## config.mk

```make
export PLATFORM = sky130hd
export DESIGN_NAME = chess_clock_ctrl
export DESIGN_NICKNAME = d
export VERILOG_FILES = /design/src/rtl/chess_clock_pkg.sv /design/src/rtl/tick_divider.sv /design/src/rtl/chess_clock_ctrl.sv
export SDC_FILE = /design/constraint.sdc
export NUM_CORES = 1
export LEC_CHECK = 0
export BUFFER_PORTS_ARGS = -buffer_cell sky130_fd_sc_hd__buf_2
export CAP_MARGIN = 20
export CORE_AREA = 3 3 66 80
export CTS_BUF_LIST = sky130_fd_sc_hd__clkbuf_16
export DETAILED_ROUTE_END_ITERATION = 10
export DIE_AREA = 0 0 69 83
export PLACE_DENSITY = 0.59
export SETUP_SLACK_MARGIN = 0.15
export SKIP_LAST_GASP = 1
export SLEW_MARGIN = 10
export SYNTH_ARGS = -nofsm -noshare
export SYNTH_HDL_FRONTEND = slang
export SYNTH_SLANG_ARGS = --single-unit
```

## constraint.sdc

```tcl
create_clock -name clk -period 2.98 [get_ports clk]
set_clock_uncertainty 0.05 [all_clocks]
set_input_delay 0.298 -clock clk [delete_from_list [all_inputs] [get_ports clk]]
set_output_delay 0.298 -clock clk [all_outputs]
set_load 0.005 [all_outputs]
```

## src/rtl/chess_clock_pkg.sv

```systemverilog
// Shared types and constants for the chess clock controller.
// Provides the FSM state encoding (visible on the controller's state port),
// player index constants and winner codes.
package chess_clock_pkg;

  typedef enum logic [2:0] {
    S_IDLE   = 3'd0,
    S_SETUP  = 3'd1,
    S_RUN_P1 = 3'd2,
    S_RUN_P2 = 3'd3,
    S_PAUSE  = 3'd4,
    S_DONE   = 3'd5
  } state_t;

  // Player indices into the two-bit per-timer vectors.
  localparam logic P1 = 1'b0;
  localparam logic P2 = 1'b1;

  localparam logic [1:0] WIN_NONE = 2'b00;
  localparam logic [1:0] WIN_P1   = 2'b01;
  localparam logic [1:0] WIN_P2   = 2'b10;

endpackage

```

## src/rtl/tick_divider.sv

```systemverilog
// Decrement-strobe divider for the chess clock.
// Counts 0..DIV-1 while run is high and emits tick for one cycle at DIV-1,
// wrapping to 0. The count is held while run is low; restart forces it to 0
// and takes priority over counting.
// Ports:
//   clk, nrst  clock, asynchronous active-low reset
//   run        count enable (a player's clock is running)
//   restart    synchronous clear of the count
//   tick       one-cycle strobe when the count is at DIV-1 and run is high
module tick_divider #(
  parameter int unsigned DIV = 10_000_000
) (
  input  logic clk,
  input  logic nrst,
  input  logic run,
  input  logic restart,
  output logic tick
);

  localparam int unsigned CW = $clog2(DIV);
  localparam logic [CW-1:0] LAST = CW'(DIV - 1);

  logic [CW-1:0] count_q, count_d;

  always_comb begin
    tick    = run && (count_q == LAST);
    count_d = count_q;
    if (restart) begin
      count_d = '0;
    end else if (run) begin
      count_d = tick ? '0 : count_q + 1'b1;
    end
  end

  always_ff @(posedge clk or negedge nrst) begin
    if (!nrst) begin
      count_q <= '0;
    end else begin
      count_q <= count_d;
    end
  end

endmodule

```

## src/rtl/chess_clock_ctrl.sv

```systemverilog
// Two-player game-clock sequencer driving two countdown timers
// (index 0 = P1, index 1 = P2).
// Ports:
//   clk, nrst        clock, asynchronous active-low reset
//   start_pb         IDLE->SETUP, SETUP->RUN_P1, PAUSE->resume
//   pause_pb         RUN->PAUSE, PAUSE->resume
//   p1_pb, p2_pb     active player ends own turn
//   add_pb           +30 lap to both timers while in SETUP
//   clear_pb         abort to IDLE from SETUP, PAUSE, DONE
//   time_up[1:0]     sticky timeout flags from the timers
//   tick             decrement strobe to both timers
//   en_dec[1:0]      per-timer decrement enable (one-hot or zero)
//   en_in[1:0]       per-timer load enable (SETUP)
//   lap[1:0]         registered +30 pulse
//   clr[1:0]         registered clear pulse, issued in the first IDLE cycle
//   state[2:0]       current FSM state
//   winner[1:0]      01 P1 won, 10 P2 won, 00 none
module chess_clock_ctrl #(
  parameter int unsigned TICK_DIV = 10_000_000
) (
  input  logic       clk,
  input  logic       nrst,
  input  logic       start_pb,
  input  logic       pause_pb,
  input  logic       p1_pb,
  input  logic       p2_pb,
  input  logic       add_pb,
  input  logic       clear_pb,
  input  logic [1:0] time_up,
  output logic       tick,
  output logic [1:0] en_dec,
  output logic [1:0] en_in,
  output logic [1:0] lap,
  output logic [1:0] clr,
  output logic [2:0] state,
  output logic [1:0] winner
);

  import chess_clock_pkg::*;

  state_t     state_q, state_d;
  logic       saved_turn_q, saved_turn_d;
  logic [1:0] winner_q, winner_d;
  logic [1:0] lap_q, lap_d;
  logic [1:0] clr_q, clr_d;

  logic div_run;
  logic div_restart;

  always_comb begin
    state_d      = state_q;
    saved_turn_d = saved_turn_q;
    winner_d     = winner_q;
    lap_d        = '0;
    clr_d        = '0;
    case (state_q)
      S_IDLE: begin
        if (start_pb) state_d = S_SETUP;
      end
      S_SETUP: begin
        if (clear_pb) begin
          state_d = S_IDLE;
          clr_d   = '1;
        end else if (start_pb) begin
          state_d = S_RUN_P1;
        end else if (add_pb) begin
          lap_d = '1;
        end
      end
      S_RUN_P1: begin
        if (time_up[P1]) begin
          state_d  = S_DONE;
          winner_d = WIN_P2;
        end else if (pause_pb) begin
          state_d      = S_PAUSE;
          saved_turn_d = P1;
        end else if (p1_pb) begin
          state_d = S_RUN_P2;
        end
      end
      S_RUN_P2: begin
        if (time_up[P2]) begin
          state_d  = S_DONE;
          winner_d = WIN_P1;
        end else if (pause_pb) begin
          state_d      = S_PAUSE;
          saved_turn_d = P2;
        end else if (p2_pb) begin
          state_d = S_RUN_P1;
        end
      end
      S_PAUSE: begin
        if (clear_pb) begin
          state_d = S_IDLE;
          clr_d   = '1;
        end else if (start_pb || pause_pb) begin
          state_d = (saved_turn_q == P2) ? S_RUN_P2 : S_RUN_P1;
        end
      end
      S_DONE: begin
        if (clear_pb) begin
          state_d  = S_IDLE;
          clr_d    = '1;
          winner_d = WIN_NONE;
        end
      end
      default: begin
        state_d  = S_IDLE;
        winner_d = WIN_NONE;
      end
    endcase
  end

  always_ff @(posedge clk or negedge nrst) begin
    if (!nrst) begin
      state_q      <= S_IDLE;
      saved_turn_q <= P1;
      winner_q     <= WIN_NONE;
      lap_q        <= '0;
      clr_q        <= '0;
    end else begin
      state_q      <= state_d;
      saved_turn_q <= saved_turn_d;
      winner_q     <= winner_d;
      lap_q        <= lap_d;
      clr_q        <= clr_d;
    end
  end

  // The divider counts in either RUN state; PAUSE holds it so a resumed turn
  // keeps its partial second. A turn hand-over or entry to IDLE/SETUP/DONE
  // starts the next second from zero.
  assign div_run     = (state_q == S_RUN_P1) || (state_q == S_RUN_P2);
  assign div_restart = (state_d == S_IDLE) || (state_d == S_SETUP) || (state_d == S_DONE) ||
                       ((state_q == S_RUN_P1) && (state_d == S_RUN_P2)) ||
                       ((state_q == S_RUN_P2) && (state_d == S_RUN_P1));

  tick_divider #(
    .DIV (TICK_DIV)
  ) u_tick_divider (
    .clk     (clk),
    .nrst    (nrst),
    .run     (div_run),
    .restart (div_restart),
    .tick    (tick)
  );

  assign en_dec = (state_q == S_RUN_P1) ? 2'b01 :
                  (state_q == S_RUN_P2) ? 2'b10 : 2'b00;
  assign en_in  = (state_q == S_SETUP) ? 2'b11 : 2'b00;
  assign lap    = lap_q;
  assign clr    = clr_q;
  assign state  = state_q;
  assign winner = winner_q;

endmodule
```

==> results of run 1 <==
-- cells in the final DEF (no fill, tap or decap), types with 5 or more instances in the layout --
cell type / netlist / final
dfrtp_1: 32 / 32
a21oi_1: 6 / 6
nand3_1: 14 / 14
nor3_1: 14 / 14
clkbuf_16: 0 / 5
nand2_1: 15 / 15
nand4_1: 5 / 5
nor2_1: 27 / 27
xnor2_1: 7 / 7
buf_2: 5 / 23
xor2_1: 14 / 14
-- stage by stage --
| stage | cells | hold WS, ns | setup slack (ns) | utilization [%] | cell area (um2) |
|---|---|---|---|---|---|
| 2_1_floorplan | 199 | -0.0476 | 1.02 | - | 1840 |
| 3_3_place_gp | 272 | 0.344 | 0.566 | 42.9 | 1970 |
| 3_5_place_dp | 272 | 0.348 | 0.515 | 42.9 | 1970 |
| 4_1_cts | 280 | 0.0546 | 0.489 | 46.5 | 2140 |
| 5_1_grt | 280 | 0.0851 | 0.254 | 46.5 | 2140 |
| 6_report | 280 | 0.0271 | 0.517 | 46.5 | 2140 |
-- layer usage --
layer / global-route usage (%) / wire length, um / vias up / part of all wire [%]
li1: - / - / 744 / -
met1: 18.9 / 1830 / 693 / 48
met2: 22.1 / 1810 / 34 / 47
met3: 2.91 / 181 / 2 / 4.7
met4: 4.97 / 26 / 0 / 0.68
met5: 0 / 0 / - / 0
-- critical path: stages (launching register included) --
cell     delay (ns)
dfrtp_1        0.42
or4b_2         0.72
nor4_2         0.32
buf_4          0.25
buf_2          0.13
-- area by class of cell --
| type | instances | area, um2 | area share (%) |
|---|---|---|---|
| flip-flops and latches | 32 | 801 | 37.5 |
| well taps | 58 | 72.6 | 3.40 |
| inverters | 4 | 15.0 | 0.703 |
| multi-input cells | 151 | 940 | 44.0 |
| repair buffers | 27 | 145 | 6.79 |
| clock inverters | 3 | 38.8 | 1.81 |
| clock buffers | 5 | 125 | 5.85 |
-- cells by family after synthesis --
kind of cell	share of synthesized area, %
simple gates	30.9
flops	43.4
compound gates	9.44
xor+xnor	9.98
buf+inv	5.57
fa+ha+maj	0.679
-- report_power, final --
group | switching [mW] | leakage [nW] | internal [mW]
Clock | 0.177 | 0.0850 | 0.389
Combinational | 0.243 | 0.373 | 0.161
Sequential | 0.0731 | 0.442 | 0.474
-- worst paths after layout --
check                                          startpoint                         end  slack, ns
min in group clk                                   add_pb                      lap[0]       0.26
worst min-delay path                                 nrst  u_tick_divider.count_q[21]       0.03
max in group asynchronous                            nrst                      lap[0]       2.40
worst min register to register                  winner[0]                   winner[0]       0.45
worst max register to register                   state[1]  u_tick_divider.count_q[17]       0.52
worst max-delay path            u_tick_divider.count_q[7]                        tick       0.52
-- sequential cells by signal (all words and copies together) (netlist names) --
register                count
clr                         1
lap                         1
saved_turn_q                1
state                       3
u_tick_divider.count_q     24
winner                      2
==> PnR_summary.wiki, run 1 <==
{| class="wikitable"
! Metric !! Value
|-
| Peak fanout along the critical path || 11
|-
| Required time of the worst setup path || 2.63 ns
|-
| Highest attainable clock frequency || 0.406 GHz
|-
| Share of synthesized registers carrying an async set or reset || 100%
|-
| Area share of the largest cell type after synthesis || 43.4%
|-
| Post-synthesis cell area || 1840 um2
|-
| Unrepaired setup endpoints after global routing || no
|-
| Area overhead of the layout relative to synthesis || 16.0%
|-
| Final wirelength || 3850 um
|-
| Type of destination of the critical path || output pin
|-
| # diodes || 0
|-
| Longest Clk Path Bufs || 2
|-
| Fraction of layout instances using a drive strength above 1 || 18.9%
|-
| Initial antenna violation count || 0
|-
| Transition time at the pin with the least slew margin || 1.00 ns
|-
| Detailed-placement wirelength estimate || 2700 um
|-
| Number of top-level pins || 24
|-
| Initial DRC count || 59
|-
| Crit path kind || reg2out
|-
| Hold buffers post-CTS || 0
|-
| Antenna Nets Post-Route || 0
|-
| Number of enable-type register cells in the synthesized netlist || 0
|-
| Count of endpoints failing setup in the final report || 0
|-
| Cell type contributing the most total cell area after synthesis || dfrtp_1
|-
| Max cap viols || 0
|-
| Weighted congestion reported at the end of routability-driven placement || 0.807
|-
| Number of port buffers || 23
|-
| Vias per inst || 5.26
|-
| Worst Path Arrival || 2.12 ns
|-
| Clock Latency Late Sink || 0.27 ns
|-
| Avg WL per Cell || 13.7 um
|-
| Total die area || 5730 um2
|-
| Tot Pwr || 1.52 mW
|-
| Library cells used by synthesis || 47
|-
| Die span in y || 83 um
|-
| Sequential cell area fraction in the yosys report || 43.4%
|-
| Total core area || 4590 um2
|-
| Number of optimization iterations in the first detailed-route pass || 4
|-
| Aggregate negative setup slack || 0 ns
|-
| Pin count of the biggest net entering global routing || 33
|-
| Final worst path period share || 82.7%
|-
| Period minus WS final || 2.46 ns
|-
| Initial core utilization || 40.1%
|-
| Critical Path Start Type || flop
|-
| Peak supply drop || 483 uV
|-
| Via count || 1,473
|-
| Layout fillers || 469
|-
| Buffers inserted during post-CTS setup optimization || 0
|-
| GR Util All Layers || 14.0%
|-
| Number of cells produced by synthesis || 199
|-
| Classification of the worst-slack hold path || in2async
|-
| H-tree depth || 2
|-
| Outcome || finished clean
|-
| Root buffer cell || clkbuf_16
|-
| Leakage power figure || 0.899 nW
|-
| Commonest register cell after synthesis || dfrtp_1
|-
| Relative slew slack || 32.7%
|-
| Flop and latch count out of synthesis || 32
|-
| Layout Nets || 232
|-
| Clock transition at the registers of the reported paths || 0.05 ns
|-
| Count of final hold-check violations || 0
|-
| CTS sink count || 32
|-
| Number of DRC violations after detailed routing || 0
|-
| Die W || 69 um
|-
| Core Rows || 27
|-
| Leading post-synthesis cells by cell area || dfrtp_1 43%, xor2_1 6.7%, nor2_1 5.5%, nand3_1 3.8%, nor3_1 3.8%
|-
| Clock tree from TritonCTS || yes
|-
| First-pass GRT wire length || 6670 um
|-
| Depth of the most critical reg-to-reg path || 7
|-
| Post-synth net total || 210
|-
| Resized Gates After CTS || 0
|-
| Via count of the first global-routing pass || 1,425
|-
| Power density over cell area || 710 nW/um2
|-
| Average cell area after synthesis || 9.26 um2
|-
| Most common cell in the synthesized netlist || dfrtp_1
|-
| Total global routing overflow || 0
|-
| Clock buffers created by TritonCTS || 5
|-
| Number of pins exceeding their max-slew limit in the final report || 0
|-
| Number of warnings issued by yosys || 0
|-
| Ranking of synthesized cells by instance count || 32 x dfrtp_1, 27 x nor2_1, 15 x nand2_1
|}
No activity file was read; power rests on OpenSTA's default activity.
==> inputs of run 2 (changes only) <==
--- a/config.mk
+++ b/config.mk
@@ -11,7 +11,7 @@
 export CTS_BUF_LIST = sky130_fd_sc_hd__clkbuf_16
 export DETAILED_ROUTE_END_ITERATION = 10
 export DIE_AREA = 0 0 69 83
-export PLACE_DENSITY = 0.59
+export PLACE_DENSITY = 0.61
 export SETUP_SLACK_MARGIN = 0.15
 export SKIP_LAST_GASP = 1
 export SLEW_MARGIN = 10
==> constraint.sdc (replaced) <==
create_clock -name clk -period 2 [get_ports clk]
set_clock_uncertainty 0.05 [all_clocks]
set_input_delay 0.2 -clock clk [delete_from_list [all_inputs] [get_ports clk]]
set_output_delay 0.2 -clock clk [all_outputs]
set_load 0.005 [all_outputs]
==> run 2 against run 1 <==
Against the previous run:
- the run now ends with setup timing left
- final cell count increased by 8.6%
- register-to-register slack got worse by 0.52 ns
- sequential power increased by 39%
- via count increased by 13%
- setup slack got worse by 0.52 ns
- combinational power increased to 2.9 times the previous value
- clock-buffer cell count unchanged
- power increased by 74%
- global-route usage increased by 3.8 points
- sequential share of layout area decreased by 5.4 points
- wire length increased by 26%
- critical path depth increased by 3
==> PnR_summary.wiki, run 2 (synthesis gave the netlist of run 1 again) <==
{| class="wikitable"
! Metric !! Value
|-
| Classification of the worst-slack hold path || in2reg
|-
| Post-route cell area || 2500 um2 (+17%)
|-
| Aggregate negative setup slack || -0.00189 ns (-0.00189 ns)
|-
| Peak fanout along the critical path || 11 (unchanged)
|-
| Number of pins exceeding their max-slew limit in the final report || 0 (unchanged)
|-
| Fin Hold WS || 0.158 ns (+0.130 ns)
|-
| Crit path kind || reg2reg
|-
| Die span in y || 83 um (unchanged)
|-
| Min setup slack post-route || -0.00189 ns (-0.519 ns)
|-
| Worst min-delay path endpoint || lap[0]
|-
| Power density over cell area || 1050 nW/um2 (+48%)
|-
| Clock transition at the registers of the reported paths || 0.05 ns (about the same)
|-
| Die W || 69 um (unchanged)
|-
| Longest Clk Path Bufs || 2 (unchanged)
|-
| Peak supply drop || 669 uV (+38%)
|-
| Outcome || finished with violations
|-
| Worst reg2reg path startpoint || state[2]
|-
| Total core area || 4590 um2 (unchanged)
|-
| Number of top-level pins || 24 (unchanged)
|-
| RR Endpoint || u_tick_divider.count_q[15]
|-
| Launch instance of the worst min-delay path || add_pb
|-
| Root buffer cell || clkbuf_16
|-
| Post-Route Utilization || 54.5% (+8.0 points)
|-
| Worst Path Arrival || 2.14 ns (+0.02 ns)
|-
| Tot Pwr || 2.63 mW (+74%)
|-
| Clock Latency Late Sink || 0.27 ns (about the same)
|-
| CTS sink count || 32 (unchanged)
|-
| Initial DRC count || 59 (unchanged)
|-
| Unrepaired setup endpoints after global routing || yes
|-
| Final wirelength || 4830 um (+26%)
|-
| Period minus WS final || 2.00 ns
|-
| Antenna Nets Post-Route || 0 (unchanged)
|-
| # diodes || 0 (unchanged)
|-
| H-tree depth || 2 (unchanged)
|-
| Layout Nets || 257 (+11%)
|-
| Leakage power figure || 1.03 nW (+15%)
|-
| Biggest register || u_tick_divider.count_q
|-
| Top library cells by usage in the layout, fill and taps aside || 30 x dfrtp_1, 26 x nor2_1, 24 x buf_4, 22 x buf_2, 15 x nand2_1
|-
| Most common cell after layout, fill and taps aside || dfrtp_1
|-
| Number of DRC violations after detailed routing || 0 (unchanged)
|-
| Total global routing overflow || 0 (unchanged)
|-
| Detailed-placement wirelength estimate || 2920 um (+8.1%)
|-
| Core Rows || 27 (unchanged)
|-
| Cell total after placement || 286 (+5.1%)
|-
| Total die area || 5730 um2 (unchanged)
|-
| Flip-flop count of the largest register after layout || 24 (unchanged)
|-
| Relative slew slack || 50.9% (+18 points)
|-
| Highest attainable clock frequency || 0.500 GHz
|-
| Final worst path period share || 100%
|-
| Depth of the most critical reg-to-reg path || 7 (unchanged)
|-
| Initial core utilization || 40.1% (unchanged)
|-
| Vias per inst || 5.48 (+4.1%)
|-
| Required time of the worst setup path || 2.14 ns (-0.49 ns)
|-
| Worst setup slack before clock tree synthesis || -0.206 ns (-0.721 ns)
|-
| Worst hold stages || 2
|-
| Initial antenna violation count || 0 (unchanged)
|-
| Number of optimization iterations in the first detailed-route pass || 4 (unchanged)
|-
| GR Util All Layers || 17.9% (+3.8 points)
|-
| Violated checks || setup timing
|-
| Via count || 1,665 (+13%)
|-
| Type of destination of the critical path || flop
|-
| Area overhead of the layout relative to synthesis || 35.8%
|-
| Number of port buffers || 23 (unchanged)
|-
| Clock tree from TritonCTS || yes
|-
| Avg WL per Cell || 15.9 um (+16%)
|-
| First-pass GRT wire length || 8390 um (+26%)
|-
| Weighted congestion reported at the end of routability-driven placement || 0.856 (+6.0%)
|-
| Max cap viols || 0 (unchanged)
|-
| Pin count of the biggest net entering global routing || 33 (unchanged)
|-
| Via count of the first global-routing pass || 1,700 (+19%)
|-
| Final standard cell count with taps included and fillers excluded || 304 (+8.6%)
|-
| Critical Path Start Type || flop
|-
| Setup slack of the most critical reg-to-reg path || -0.002 ns (-0.52 ns)
|-
| Count of endpoints failing setup in the final report || 1 (+1)
|-
| Clock buffers created by TritonCTS || 5 (unchanged)
|-
| Fraction of layout instances using a drive strength above 1 || 35.0% (+16 points)
|-
| Count of final hold-check violations || 0 (unchanged)
|-
| Transition time at the pin with the least slew margin || 0.737 ns (-0.267 ns)
|-
| Placement-stage cell area || 2090 um2 (+6.0%)
|}
run 2: cell count changes in the layout (fill, tap and decap cells not counted), moves of 4 or more:
cell       delta
nor3_2       +10
o2bb2ai_4     +4
buf_4        +20
nor3_1       -10
run 2: critical path, cell delays in order (launching register included):
cell,delay (ns)
dfrtp_1,0.41
buf_12,0.16
and3b_1,0.16
a21oi_2,0.12
nor2_1,0.06
a2111o_2,0.54
o2bb2ai_4,0.24
a31oi_1,0.18
run 2: final cells by class:
cell class	count	area, um2
clock buffer	5	125
fill	395	2090
inverter	4	15.0
tap	58	72.6
sequential	32	803
timing repair buffer	49	332
clock inverter	2	8.76
multi-input combinational	154	1150
run 2: worst max-delay path by stage:
stage,startpoint,to,cells past startpoint,slack (ns)
finish,state[2],u_tick_divider.count_q[15],7,-0.002
global route,state[2],u_tick_divider.count_q[19],7,-0.07
CTS,u_tick_divider.count_q[17],tick,4,0.009
detailed placement,state[2],u_tick_divider.count_q[7],6,-0.21
global placement,state[2],u_tick_divider.count_q[7],6,-0.15
floorplan,u_tick_divider.count_q[7],tick,3,0.16
run 2: layer usage:
metal  routed length [um]  vias up  GRT usage (%)  share of wire (%)
li1                     -      805              -                  -
met1                 2160      822           23.4                 45
met2                 2440       30           28.8                 50
met3                  146        8           4.36                3.0
met4                   89        0           5.86                1.8
met5                    0        -              0                  0
run 2: timing repair:
| action | 4_1_cts | 5_1_grt |
|---|---|---|
| resized for setup | 26 | 4 |
| setup buffers | 7 | 0 |
| hold buffers | 1 | 0 |
| cloned | 3 | 0 |
| pin swaps | 23 | 7 |
| setup endpoints to repair | 25 | 25 |
| endpoints found under the hold margin | 32 | 0 |
run 2: power breakdown:
group | total [mW] | internal, mW | switching [mW]
combinational | 1.17 | 0.496 | 0.677
clock | 0.700 | 0.446 | 0.254
sequential | 0.759 | 0.710 | 0.0491
==> inputs of run 3 (changes only) <==
==> constraint.sdc (replaced) <==
create_clock -name clk -period 1.7 [get_ports clk]
set_clock_uncertainty 0.05 [all_clocks]
set_input_delay 0.17 -clock clk [delete_from_list [all_inputs] [get_ports clk]]
set_output_delay 0.17 -clock clk [all_outputs]
set_load 0.005 [all_outputs]
==> run 3 against run 2 <==
Against the previous run:
- the run still ends with setup timing left
- power up 39%
- non-clock buffer count increased by 46
- via count grew 12%
- clock power rose by 20%
- first-iteration DRC count increased by 36%
- final cell count increased by 15%
==> PnR_summary.wiki, run 3 (synthesis gave the netlist of run 1 again) <==
{| class="wikitable"
! Metric !! Value
|-
| Outcome || finished with violations
|-
| Violated checks || setup timing
|-
| H-tree depth || 2 (unchanged)
|-
| Relative slew slack || 51.5% (+0.59 points)
|-
| Fraction of layout instances using a drive strength above 1 || 48.3% (+13 points)
|-
| Weighted congestion reported at the end of routability-driven placement || 0.839 (-1.9%)
|-
| Proportion of power drawn by flip-flops and latches || 25.4% (-3.4 points)
|-
| Die W || 69 um (unchanged)
|-
| Switching power || 1.32 mW (+34%)
|-
| Peak supply drop || 1160 uV (+74%)
|-
| Clock transition at the registers of the reported paths || 0.05 ns (about the same)
|-
| Flip-flop count of the largest register after layout || 24 (unchanged)
|-
| Detailed-placement wirelength estimate || 3410 um (+17%)
|-
| Initial core utilization || 40.1% (unchanged)
|-
| Via count of the first global-routing pass || 1,845 (+8.5%)
|-
| Delay of the slowest critical-path stage || 0.47 ns (-0.07 ns)
|-
| Worst Path Arrival || 1.76 ns (-0.38 ns)
|-
| Area overhead of the layout relative to synthesis || 61.4%
|-
| RR Endpoint || u_tick_divider.count_q[18]
|-
| Critical-path cell list || nor2b_4, buf_4, nand3_1, nor4_4, buf_4, buf_6
|-
| Total global routing overflow || 0 (unchanged)
|-
| Final wirelength || 5670 um (+17%)
|-
| Launch instance of the worst min-delay path || add_pb
|-
| Clock Latency Late Sink || 0.28 ns (about the same)
|-
| Classification of the worst-slack hold path || in2reg
|-
| Count of endpoints failing setup in the final report || 26 (+25)
|-
| Biggest register || u_tick_divider.count_q
|-
| Initial antenna violation count || 0 (unchanged)
|-
| Root buffer cell || clkbuf_16
|-
| Number of optimization iterations in the first detailed-route pass || 4 (unchanged)
|-
| Die span in y || 83 um (unchanged)
|-
| Type of destination of the critical path || output pin
|-
| Vias per inst || 5.34 (-2.6%)
|-
| # diodes || 0 (unchanged)
|-
| Avg WL per Cell || 16.2 um (+1.9%)
|-
| Clock tree from TritonCTS || yes
|-
| Crit path kind || reg2out
|-
| CTS sink count || 32 (unchanged)
|-
| Pin count of the biggest net entering global routing || 33 (unchanged)
|-
| Number of pins exceeding their max-slew limit in the final report || 0 (unchanged)
|-
| Min setup slack post-route || -0.278 ns (-0.276 ns)
|-
| Layout fillers || 386 (-2.3%)
|-
| Launching element of the worst setup path || state[2]
|-
| Highest attainable clock frequency || 0.506 GHz
|-
| Unrepaired setup endpoints after global routing || yes
|-
| Internal portion of total power || 2.33 mW (+41%)
|-
| Clock buffers created by TritonCTS || 5 (unchanged)
|-
| Longest Clk Path Bufs || 2 (unchanged)
|-
| Required time of the worst setup path || 1.48 ns (-0.66 ns)
|-
| Switching part of the total power || 36.1% (-1.2 points)
|-
| Peak fanout along the critical path || 5 (-6)
|-
| Leakage power figure || 1.29 nW (+25%)
|-
| Transition time at the pin with the least slew margin || 0.728 ns (-0.00887 ns)
|-
| Worst hold stages || 2 (unchanged)
|-
| Via count || 1,868 (+12%)
|-
| Number of top-level pins || 24 (unchanged)
|-
| Layout Nets || 303 (+18%)
|-
| Total die area || 5730 um2 (unchanged)
|-
| Power density over cell area || 1230 nW/um2 (+17%)
|-
| Worst setup slack before clock tree synthesis || -0.301 ns (-0.0948 ns)
|-
| Final worst path period share || 116%
|-
| First-pass GRT wire length || 9050 um (+7.9%)
|-
| CP dominant cell by count || buf_4
|-
| Core Rows || 27 (unchanged)
|-
| Period minus WS final || 1.98 ns
|-
| Number of DRC violations after detailed routing || 0 (unchanged)
|-
| Depth of the most critical reg-to-reg path || 8 (+1)
|-
| Worst min-delay path endpoint || lap[0]
|-
| Most common cell after layout, fill and taps aside || buf_4
|-
| Count of final hold-check violations || 0 (unchanged)
|-
| Number of port buffers || 23 (unchanged)
|-
| Max cap viols || 0 (unchanged)
|-
| Initial DRC count || 80 (+36%)
|-
| Top library cells by usage in the layout, fill and taps aside || 55 x buf_4, 30 x dfrtp_1, 21 x nor2_1, 20 x buf_2, 17 x buf_6
|-
| Fin Hold WS || 0.117 ns (-0.0404 ns)
|-
| Setup slack of the most critical reg-to-reg path || -0.25 ns (-0.25 ns)
|-
| Antenna Nets Post-Route || 0 (unchanged)
|-
| Worst reg2reg path startpoint || state[2]
|-
| Master of the slowest instance on the critical path || dfrtp_2
|-
| Total core area || 4590 um2 (unchanged)
|-
| Comb power frac || 51.6% (+7.0 points)
|-
| GR Util All Layers || 19.9% (+2.1 points)
|-
| Critical Path Start Type || flop
|-
| Part of the power in the clock network || 23.0% (-3.6 points)
|}
-- run 3: worst max path at each step --
| stage | endpoint |
|---|---|
| 3_5_place_dp | u_tick_divider.count_q[3] |
| 5_1_grt | tick |
| 6_report | tick |
| 4_1_cts | tick |
| 3_3_place_gp | u_tick_divider.count_q[5] |
| 2_1_floorplan | u_tick_divider.count_q[15] |
-- run 3: through the flow --
stage | util, % | area, um2 | power [mW] | setup TNS, ns | cells
after detailed placement | 52.4 | 2410 | 2.03 | -6.56 | 319
final | 64.8 | 2980 | 3.65 | -4.95 | 350
after floorplan | - | 1950 | 1.64 | -1.39 | 199
after global placement | 52.4 | 2410 | 2.02 | -6.09 | 319
after global routing | 64.8 | 2980 | 3.84 | -6.93 | 350
after CTS | 60.9 | 2800 | 3.38 | -4.58 | 339
-- run 3: critical path, delay by kind of cell, from the launching register on --
kind | cells | cell delay [ns]
buf+inv | 3 | 0.36
flops | 1 | 0.47
simple gates | 3 | 0.64
-- run 3: area by class of cell --
class	instances	area [um2]	area share (%)
sequential	32	803	27.0
tap	58	72.6	2.44
clock buffer	5	125	4.21
inverter	4	15.0	0.505
multi-input combinational	154	1200	40.2
timing repair buffer	95	754	25.4
clock inverter	2	8.76	0.294
-- run 3: what timing repair did --
action	in CTS	in global routing
pin swaps	15	15
setup buffers	9	11
endpoints found under the hold margin	32	0
endpoints found under the setup margin	29	29
hold buffers	1	0
gates resized for setup	20	24
gates cloned	3	0
-- run 3: routing by layer --
layer | wire length, um | vias to the layer above | GRT usage, %
met3 | 214 | 11 | 3.75
met1 | 2300 | 914 | 23.3
met4 | 129 | 0 | 7.82
met2 | 3030 | 46 | 35.5
met5 | 0 | - | 0
li1 | - | 897 | -
-- run 3: power groups by stage --
stage	Sequential, mW	Combinational [mW]	Clock (mW)
after floorplan	0.907	0.733	0
after global placement	0.936	1.08	0
after detailed placement	0.938	1.09	0
after CTS	0.938	1.58	0.856
after global routing	0.935	2.01	0.893
final	0.927	1.88	0.841
